==> config.mk <==
export PLATFORM = sky130hd
export DESIGN_NAME = pipe_hazard_ctrl
export DESIGN_NICKNAME = d
export VERILOG_FILES = /design/src/rtl/pipe_pkg.sv /design/src/rtl/pipe_hazard_ctrl_wait_timer.sv /design/src/rtl/pipe_hazard_ctrl.sv
export SDC_FILE = /design/constraint.sdc
export NUM_CORES = 1
export LEC_CHECK = 0
export BUFFER_PORTS_ARGS = -buffer_cell sky130_fd_sc_hd__buf_2
export CORE_MARGIN = 2
export CORE_UTILIZATION = 35
export DETAILED_ROUTE_END_ITERATION = 10
export GPL_ROUTABILITY_DRIVEN = 0
export PLACE_DENSITY = 0.67
export SETUP_SLACK_MARGIN = 0.15
export SLEW_MARGIN = 10
export SYNTH_ARGS = -nofsm -noshare
export SYNTH_HDL_FRONTEND = slang
export SYNTH_SLANG_ARGS = --single-unit
==> constraint.sdc <==
create_clock -name clk -period 4.55 [get_ports clk]
set_input_delay 0.91 -clock clk [delete_from_list [all_inputs] [get_ports clk]]
set_output_delay 0.91 -clock clk [all_outputs]
set_load 0.05 [all_outputs]
==> src/rtl/pipe_pkg.sv <==
// Shared pipeline definitions: hazard FSM encoding, register-index width, zero-register index.
// Latency: none (types, constants and a pure helper function only).
// Backpressure: not applicable.
package pipe_pkg;

    // Architectural register index width and the hard-wired zero register.
    localparam int REG_IDX_W = 5;
    localparam logic [REG_IDX_W-1:0] XZR_IDX = 5'd31;

    // Hazard controller FSM encoding; ST_RSVD is never entered on purpose.
    typedef enum logic [1:0] {
        ST_RUN      = 2'd0,
        ST_FLUSH    = 2'd1,
        ST_MEM_WAIT = 2'd2,
        ST_RSVD     = 2'd3
    } hz_state_e;

    // True when an ID source is actually read and names the EX destination.
    function automatic logic src_hit(
        input logic                 use_src,
        input logic [REG_IDX_W-1:0] src,
        input logic [REG_IDX_W-1:0] dst
    );
        return use_src & (src == dst);
    endfunction

endpackage

==> src/rtl/pipe_hazard_ctrl_wait_timer.sv <==
// wait_timer: counts consecutive enabled cycles and flags the LIMIT-th one.
// Latency: expired is combinational in the LIMIT-th enabled cycle; count updates on clk rising edge.
// Backpressure: none; clear has priority over count and the count never runs past LIMIT-1.
module wait_timer #(
    parameter int LIMIT = 64
) (
    input  logic clk,
    input  logic reset_n,
    input  logic count_en,
    input  logic clear,
    output logic expired
);

    localparam int W = $clog2(LIMIT + 1);
    localparam logic [W-1:0] LAST = W'(LIMIT - 1);

    logic [W-1:0] cnt_q;
    logic [W-1:0] cnt_d;

    // The cycle that would make LIMIT consecutive counted cycles is the expiry cycle.
    assign expired = count_en & (cnt_q == LAST);

    // Next count: clear wins, otherwise advance on every enabled non-expiring cycle.
    always_comb begin
        cnt_d = cnt_q;
        if (clear) begin
            cnt_d = '0;
        end else if (count_en && !expired) begin
            cnt_d = cnt_q + 1'b1;
        end
    end

    // Count register, zeroed asynchronously by reset.
    always_ff @(posedge clk or negedge reset_n) begin
        if (!reset_n) begin
            cnt_q <= '0;
        end else begin
            cnt_q <= cnt_d;
        end
    end

endmodule

==> src/rtl/pipe_hazard_ctrl.sv <==
// pipe_hazard_ctrl: load-use stall, branch flush and MEM-wait hold control (HAZARD_STATS_EN adds stall/flush counters).
// Latency: control outputs are combinational from state + hazard inputs; state/timeout_err update on clk rising edge.
// Backpressure: a pending data access (dmem_req & ~dmem_ready) freezes fetch/decode until ready or TIMEOUT_CYC wait cycles.
module pipe_hazard_ctrl
    import pipe_pkg::*;
#(
    parameter int TIMEOUT_CYC = 64,
    parameter int CNT_W       = 16
) (
    input  logic                 clk,
    input  logic                 reset_n,
    input  logic [REG_IDX_W-1:0] id_Rn,
    input  logic [REG_IDX_W-1:0] id_Rm,
    input  logic                 id_useRn,
    input  logic                 id_useRm,
    input  logic                 ex_memRead,
    input  logic [REG_IDX_W-1:0] ex_rd,
    input  logic                 ex_brTaken,
    input  logic                 dmem_req,
    input  logic                 dmem_ready,
    output logic                 pc_wr_en,
    output logic                 ifid_wr_en,
    output logic                 idex_bubble,
    output logic                 ifid_flush,
    output logic                 idex_flush,
    output logic                 pipe_hold,
    output logic [1:0]           state,
    output logic                 timeout_err
`ifdef HAZARD_STATS_EN
    ,
    output logic [CNT_W-1:0]     stall_cnt,
    output logic [CNT_W-1:0]     flush_cnt
`endif
);

    hz_state_e state_q, state_d;
    logic      br_q, br_d;        // branch seen on the cycle the MEM wait began
    logic      aband_q, aband_d;  // timed-out access still presented; ignore it until it drops
    logic      err_q, err_d;

    logic hold_raw;
    logic in_wait;
    logic in_flush;
    logic timer_en;
    logic expired;
    logic mem_hold;
    logic load_use;

    logic pc_wr_c, ifid_wr_c, bubble_c, ifid_flush_c, idex_flush_c, hold_c;

    assign hold_raw = dmem_req & ~dmem_ready & ~aband_q;
    assign in_wait  = (state_q == ST_MEM_WAIT);
    assign in_flush = (state_q == ST_FLUSH);
    assign timer_en = in_wait & hold_raw;
    assign mem_hold = hold_raw & ~expired;
    assign load_use = ex_memRead & (ex_rd != XZR_IDX) &
                      (src_hit(id_useRn, id_Rn, ex_rd) | src_hit(id_useRm, id_Rm, ex_rd));

    wait_timer #(
        .LIMIT (TIMEOUT_CYC)
    ) u_wait_timer (
        .clk      (clk),
        .reset_n  (reset_n),
        .count_en (timer_en),
        .clear    (~timer_en | expired),
        .expired  (expired)
    );

    // Event priority: memory hold, then branch flush, then FLUSH tail, then load-use stall.
    always_comb begin
        pc_wr_c      = 1'b1;
        ifid_wr_c    = 1'b1;
        bubble_c     = 1'b0;
        ifid_flush_c = 1'b0;
        idex_flush_c = 1'b0;
        hold_c       = 1'b0;
        state_d      = ST_RUN;
        br_d         = br_q;
        aband_d      = aband_q & dmem_req & ~dmem_ready;
        err_d        = err_q;

        if (mem_hold) begin
            pc_wr_c   = 1'b0;
            ifid_wr_c = 1'b0;
            hold_c    = 1'b1;
            state_d   = ST_MEM_WAIT;
            if (!in_wait) begin
                br_d = ex_brTaken;
            end
        end else begin
            if (ex_brTaken) begin
                ifid_flush_c = 1'b1;
                idex_flush_c = 1'b1;
                state_d      = ST_FLUSH;
            end else if (in_flush) begin
                ifid_flush_c = 1'b1;
            end else if (load_use) begin
                pc_wr_c   = 1'b0;
                ifid_wr_c = 1'b0;
                bubble_c  = 1'b1;
            end

            if (in_wait) begin
                if (br_q) begin
                    state_d = ST_FLUSH;
                end
                br_d = 1'b0;
            end

            if (expired) begin
                state_d = ST_RUN;
                err_d   = 1'b1;
                aband_d = 1'b1;
                br_d    = 1'b0;
            end
        end
    end

    // FSM and sticky status registers; the unused encoding falls back to RUN via state_d.
    always_ff @(posedge clk or negedge reset_n) begin
        if (!reset_n) begin
            state_q <= ST_RUN;
            br_q    <= 1'b0;
            aband_q <= 1'b0;
            err_q   <= 1'b0;
        end else begin
            state_q <= state_d;
            br_q    <= br_d;
            aband_q <= aband_d;
            err_q   <= err_d;
        end
    end

    // Outputs are forced quiet while reset is asserted so nothing advances.
    assign pc_wr_en    = pc_wr_c      & reset_n;
    assign ifid_wr_en  = ifid_wr_c    & reset_n;
    assign idex_bubble = bubble_c     & reset_n;
    assign ifid_flush  = ifid_flush_c & reset_n;
    assign idex_flush  = idex_flush_c & reset_n;
    assign pipe_hold   = hold_c       & reset_n;
    assign state       = state_q;
    assign timeout_err = err_q;

`ifdef HAZARD_STATS_EN
    logic [CNT_W-1:0] stall_cnt_q, stall_cnt_d;
    logic [CNT_W-1:0] flush_cnt_q, flush_cnt_d;

    // Saturating counts of load-use bubble cycles and accepted branch flushes.
    always_comb begin
        stall_cnt_d = stall_cnt_q;
        flush_cnt_d = flush_cnt_q;
        if (bubble_c && (stall_cnt_q != {CNT_W{1'b1}})) begin
            stall_cnt_d = stall_cnt_q + 1'b1;
        end
        if (idex_flush_c && (flush_cnt_q != {CNT_W{1'b1}})) begin
            flush_cnt_d = flush_cnt_q + 1'b1;
        end
    end

    // Statistics registers.
    always_ff @(posedge clk or negedge reset_n) begin
        if (!reset_n) begin
            stall_cnt_q <= '0;
            flush_cnt_q <= '0;
        end else begin
            stall_cnt_q <= stall_cnt_d;
            flush_cnt_q <= flush_cnt_d;
        end
    end

    assign stall_cnt = stall_cnt_q;
    assign flush_cnt = flush_cnt_q;
`endif

endmodule

=== Yosys cells after proc, flatten, opt, wreduce, memory -nomap -nowiden ===
Index checks and enable logic that the tools add are counted.

* Add/subtract/negate cells: 1
* Reductions and logical operators: 6
* Magnitude comparators: 0
* Shifts and indexed selects: 0
* Multipliers: 0
* Eq/ne operators: 7
* Divide/modulo/power cells: 0
* Muxes and demuxes: 27
* Bitwise logic cells: 23

{| class="wikitable"
|+ Operator list
! cell !! count
|-
| 2-to-1 mux 1 bit || 21
|-
| bitwise AND 1 bit || 16
|-
| 2-to-1 mux 7 bit || 2
|-
| == test 5 bit || 2
|-
| 2-to-1 mux 2 bit || 4
|-
| adder 7 x 1 -> 7 bit, second input constant || 1
|-
| == test 7 x 6 -> 1 bit, second input constant || 1
|-
| != test 5 bit, second input constant || 1
|-
| inverter 1 bit || 5
|-
| AND reduction 2 bit || 2
|-
| nonzero test 3 bit || 1
|-
| == test 2 x 1 -> 1 bit, second input constant || 1
|-
| == test 2 bit, second input constant || 1
|-
| != test 2 bit, second input constant || 1
|-
| OR 1 bit || 2
|-
| nonzero test 2 bit || 1
|-
| logical AND 1 bit || 1
|-
| zero test 1 bit || 1
|}

* Register bits after elaboration: 12
* Bits in read-only memories: 0
* Memories: 0
* Bits in writable memories: 0
* Output and inout bits: 9
* Bits in latches: 0

=== Longest topological paths before layout ===
* Depth in word-level cells: 9
* Depth in mapped cells: 6

=== By module ===
Synthesis repeated with hierarchy kept, for this count alone.

* Cell total of the unflattened synthesis: 87
* Area total of the unflattened synthesis: 804.5 um2

{| class="wikitable"
|+ Modules (own cells, without submodules)
! module !! area an instance (um2) !! instances !! cells each
|-
| pipe_hazard_ctrl || 414.1 || 1 || 48
|-
| wait_timer || 390.4 || 1 || 39
|}

=== Worst setup path before layout ===
Ideal clock, no wire load.

* Path type: register to output
* Start: register state_q[0] (netlist: state[0])
* End: output pc_wr_en
* Data required time: 3.640 ns
* Setup slack: 1.205 ns
* Path buffers: 1
* Cell stages (with the launch flop): 6
* Data arrival time: 2.435 ns
* Cell sequence: dfrtp_1 > nand2b_1 > nor4_1 > o21ai_1 > a21oi_1 > buf_4

* Cells in the longest elaborated chain, start to end: 7
* Elaborated cells between the ends (all ways): 10

{| class="wikitable"
|+ RTL lines
! element !! RTL line !! text
|-
| start: declaration || pipe_hazard_ctrl.sv:36 || <nowiki>hz_state_e state_q, state_d;</nowiki>
|-
| start signal: assignment || pipe_hazard_ctrl.sv:127 || <nowiki>state_q <= state_d;</nowiki>
|-
| == test 2 bit || pipe_hazard_ctrl.sv:52 || <nowiki>assign in_wait = (state_q == ST_MEM_WAIT);</nowiki>
|-
| bitwise AND 1 bit || pipe_hazard_ctrl.sv:54 || <nowiki>assign timer_en = in_wait & hold_raw;</nowiki>
|-
| bitwise AND 1 bit || pipe_hazard_ctrl_wait_timer.sv:21 || <nowiki>assign expired = count_en & (cnt_q == LAST);</nowiki>
|-
| inverter 1 bit || pipe_hazard_ctrl.sv:55 || <nowiki>assign mem_hold = hold_raw & ~expired;</nowiki>
|-
| bitwise AND 1 bit || pipe_hazard_ctrl.sv:55 ||
|-
| 2-to-1 mux 1 bit * || - ||
|-
| bitwise AND 1 bit * || - ||
|-
| end: declaration || pipe_hazard_ctrl.sv:21 || <nowiki>output logic pc_wr_en,</nowiki>
|}

Mark *: on every way between the ends. The rest lies on a longest branch, timed or not.

=== Final worst setup path ===
* Start: input dmem_ready
* End: output idex_bubble

* Cells in the longest elaborated chain, start to end: 9

{| class="wikitable"
|+ RTL lines
! element !! RTL line !! text
|-
| start: declaration || pipe_hazard_ctrl.sv:20 || <nowiki>input logic dmem_ready,</nowiki>
|-
| inverter 1 bit * || pipe_hazard_ctrl.sv:51 || <nowiki>assign hold_raw = dmem_req & ~dmem_ready & ~aband_q;</nowiki>
|-
| bitwise AND 1 bit * (2 in a row) || pipe_hazard_ctrl.sv:51 ||
|-
| bitwise AND 1 bit || pipe_hazard_ctrl.sv:54 ||
|-
| bitwise AND 1 bit || pipe_hazard_ctrl_wait_timer.sv:21 ||
|-
| inverter 1 bit || pipe_hazard_ctrl.sv:55 ||
|-
| bitwise AND 1 bit * || pipe_hazard_ctrl.sv:55 ||
|-
| 2-to-1 mux 1 bit * || pipe_hazard_ctrl.sv:82 || <nowiki>if (mem_hold) begin</nowiki>
|-
| bitwise AND 1 bit * || pipe_hazard_ctrl.sv:137 || <nowiki>assign idex_bubble = bubble_c & reset_n;</nowiki>
|-
| end: declaration || pipe_hazard_ctrl.sv:23 || <nowiki>output logic idex_bubble,</nowiki>
|}

Marked as above.

==> key figures <==
Outcome
  – Status: finished clean

Yosys
  – Post-synthesis register bit count: 12
  – Synth area leader: dfrtp_1
  – Number of synthesized flops with an enable pin: 0
  – Top post-synthesis cells by area: dfrtp_1 (42%), xnor2_1 (15%), nor2_1 (5.8%)
  – Synth Warn #: 0
  – Post-synth top area share: 0.419
  – Seq/Total Area, Yosys: 0.419
  – Post-synth top cells: dfrtp_1 (12), xnor2_1 (12), nor2_1 (11)
  – Synth Area per Inst: 9.69 sq um
  – Netlist Area Pre-Place: 717 sq um
  – Syn Nets: 98
  – Distinct cell type count after synthesis: 29
  – Dominant synthesized flop cell: dfrtp_1
  – Gate Count Post-Synth: 74
  – Asr flop ratio synth: 1.00

Die
  – Num ports: 32
  – Core ar.: 0.00194 sq mm
  – Row count: 16
  – Total die area: 0.00243 sq mm
  – Chip height: between 40 and 50 um
  – Initial Utilization: 0.369
  – Die width: 49.3 um

Setup path
  – WP data required: 3640 ps
  – R2R cell count: 5
  – CP endpoint kind: primary output
  – CP Max Fanout: 4
  – Crit path launch type: input pin
  – Arrival time worst endpoint: 2190 ps
  – Crit path kind: input pin to primary output

Timing
  – Setup Total Neg Slack: 0 ps
  – Final Skew: 2.26 ps
  – Least-Margin Pin Slew: around 440 ps
  – Final Hold Viols: 0
  – Max Clock Freq: 0.323 GHz
  – RSZ-0062 raised after global routing: no
  – Final worst slack: 1450 ps
  – Final setup violation count: 0
  – Max-slew violation count: 0
  – Max_slew headroom: 0.703
  – Crit path time final: about 3100 ps
  – Tcrit/Tclk final: 0.681
  – WHS: 456 ps

Clock network
  – Clock tree sinks: 12
  – Worst-path clk slew: roughly 70 ps
  – TritonCTS Buffers: 3
  – # H-tree levels: 1
  – Hold buffer count at cts: 0
  – Worst skew pair latency: around 260 ps
  – # Post-CTS Setup Buffers: 0
  – CTS tree: done
  – Root Buffer: clkbuf_4
  – # resized after CTS: 0
  – CTS max path bufs: 2

Place
  – Final HPWL DP: 1220 um
  – # port buffers: 31
  – Pre-CTS WS: 1450 ps

GRT
  – GRT Overall Usage: 0.134
  – Global route total overflow: 0
  – First-pass GRT wire length: 2500 um
  – Vias in the first global route: 582
  – Initial antenna violation count: 0
  – Largest net degree at the start of global routing: 15

Power and ir drop
  – Worst-case vdd ir drop: 154 uV
  – Switching Fraction: 0.291
  – Lkg Pwr: roughly 0.00045 uW
  – Combinational share of power: 0.235
  – Sequential share of power: 0.488
  – Pwr per Cell Area: 246 mW/mm^2
  – Power share of the clock group: 0.277
  – Internal power: 161 uW
  – Switching power: 66.0 uW

Flow run
  – Max cap viols: 0

Drt
  – Pre-Repair DR Iteration Count: 2
  – # DRC: 0
  – Detailed-route via count: 624
  – DR WL/cell: about 11 um
  – DRT iter0 DRCs: 2
  – Via density: 4.66
  – Final wirelength: 1470 um
  – Final ANT Viol Nets: 0

Layout
  – Fraction of final layout cells sized beyond drive strength 1: 0.374
  – N_diodes: 0
  – Area Growth Syn to Fin: 28.4%
  – Layout Nets: 133

Hold path
  – Worst Hold Depth: 1
  – Min-Delay Path Class: flip-flop to flip-flop
## area by class of cell
| type | count | area [sq um] |
|---|---|---|
| sequential | 12 | 300 |
| tap | 27 | 33.8 |
| multi-input combinational | 58 | 398 |
| fill | 193 | 1020 |
| clock buffer | 3 | 22.5 |
| inverter | 3 | 11.3 |
| timing repair buffer | 31 | 155 |
## logic make-up (layout without fill, tap and decap cells)
kind of cell | after synthesis | after routing | share of synthesized area
flip-flops | 12 | 12 | 0.419
AO/OA/AOI/OAI | 10 | 10 | 0.101
adder cells (fa/ha/maj) | 1 | 1 | 0.0174
buffers and inverters | 4 | 37 | 0.0262
XOR/XNOR | 14 | 14 | 0.171
AND/OR/NAND/NOR | 33 | 33 | 0.265
## worst max-delay path, cell delays in order
cell and delay [ps]:
buf_2 120, or3b_2 480, o21ai_1 270, and3b_1 210
buf_2 200
## sequential cells by signal (all words and copies together), names as in the netlist
name                count
aband_q                 1
br_q                    1
state                   2
timeout_err             1
u_wait_timer.cnt_q      7
## power groups by stage
stage,clock [uW],combinational (uW),sequential (uW)
2_1_floorplan,0,29.4,116
3_3_place_gp,0,52.3,113
3_5_place_dp,0,53.7,113
4_1_cts,65.6,53.8,111
5_1_grt,68.7,58.1,111
6_report,62.8,53.2,111
## cell usage in the layout (no fill, tap or decap)
cell | netlist | layout
or4_4 | 1 | 1
nand3_1 | 3 | 3
nand3b_1 | 1 | 1
and3_1 | 1 | 1
xnor2_1 | 12 | 12
nor2_1 | 11 | 11
nor4_1 | 1 | 1
o21ai_1 | 1 | 1
and2b_1 | 1 | 1
inv_1 | 3 | 3
o311ai_2 | 1 | 1
o21ai_0 | 2 | 2
nand2b_1 | 1 | 1
ha_1 | 1 | 1
o211a_1 | 1 | 1
o22ai_1 | 1 | 1
a32o_1 | 1 | 1
and3b_1 | 1 | 1
nand4_1 | 2 | 2
dfrtp_1 | 12 | 12
nand2_1 | 5 | 5
a21oi_1 | 3 | 3
or3b_2 | 1 | 1
nor3b_4 | 1 | 1
buf_2 | 0 | 31
nand2_2 | 1 | 1
and2_1 | 1 | 1
nand2b_2 | 1 | 1
clkbuf_4 | 0 | 3
xor2_1 | 2 | 2
## final timing paths
path,start,endpoint,slack (ps)
max,dmem_ready,idex_bubble,1450
min,u_wait_timer.cnt_q[0],u_wait_timer.cnt_q[0],460
max reg2reg,u_wait_timer.cnt_q[0],br_q,2820
min reg2reg,u_wait_timer.cnt_q[0],u_wait_timer.cnt_q[0],460
max in group asynchronous,reset_n,state[0],3810
min in group asynchronous,reset_n,u_wait_timer.cnt_q[3],510
## per-stage QoR
stage / power, uW / cell area, sq um / utilization / std cells
final: 227 / 921 / 0.474 / 134
after global routing: 238 / 921 / 0.474 / 134
after CTS: 230 / 921 / 0.474 / 134
after detailed placement: 166 / 898 / 0.463 / 131
after global placement: 165 / 898 / 0.463 / 131
after floorplan: 146 / 717 / - / 74
## layer usage
layer | GRT usage | vias up | wire [um]
met4 | 0.0571 | 0 | 12
met5 | 0 | - | 0
met2 | 0.232 | 25 | 697
met1 | 0.155 | 276 | 652
met3 | 0.0337 | 2 | 103
li1 | - | 321 | -
Power figures use the tool's default switching activity.
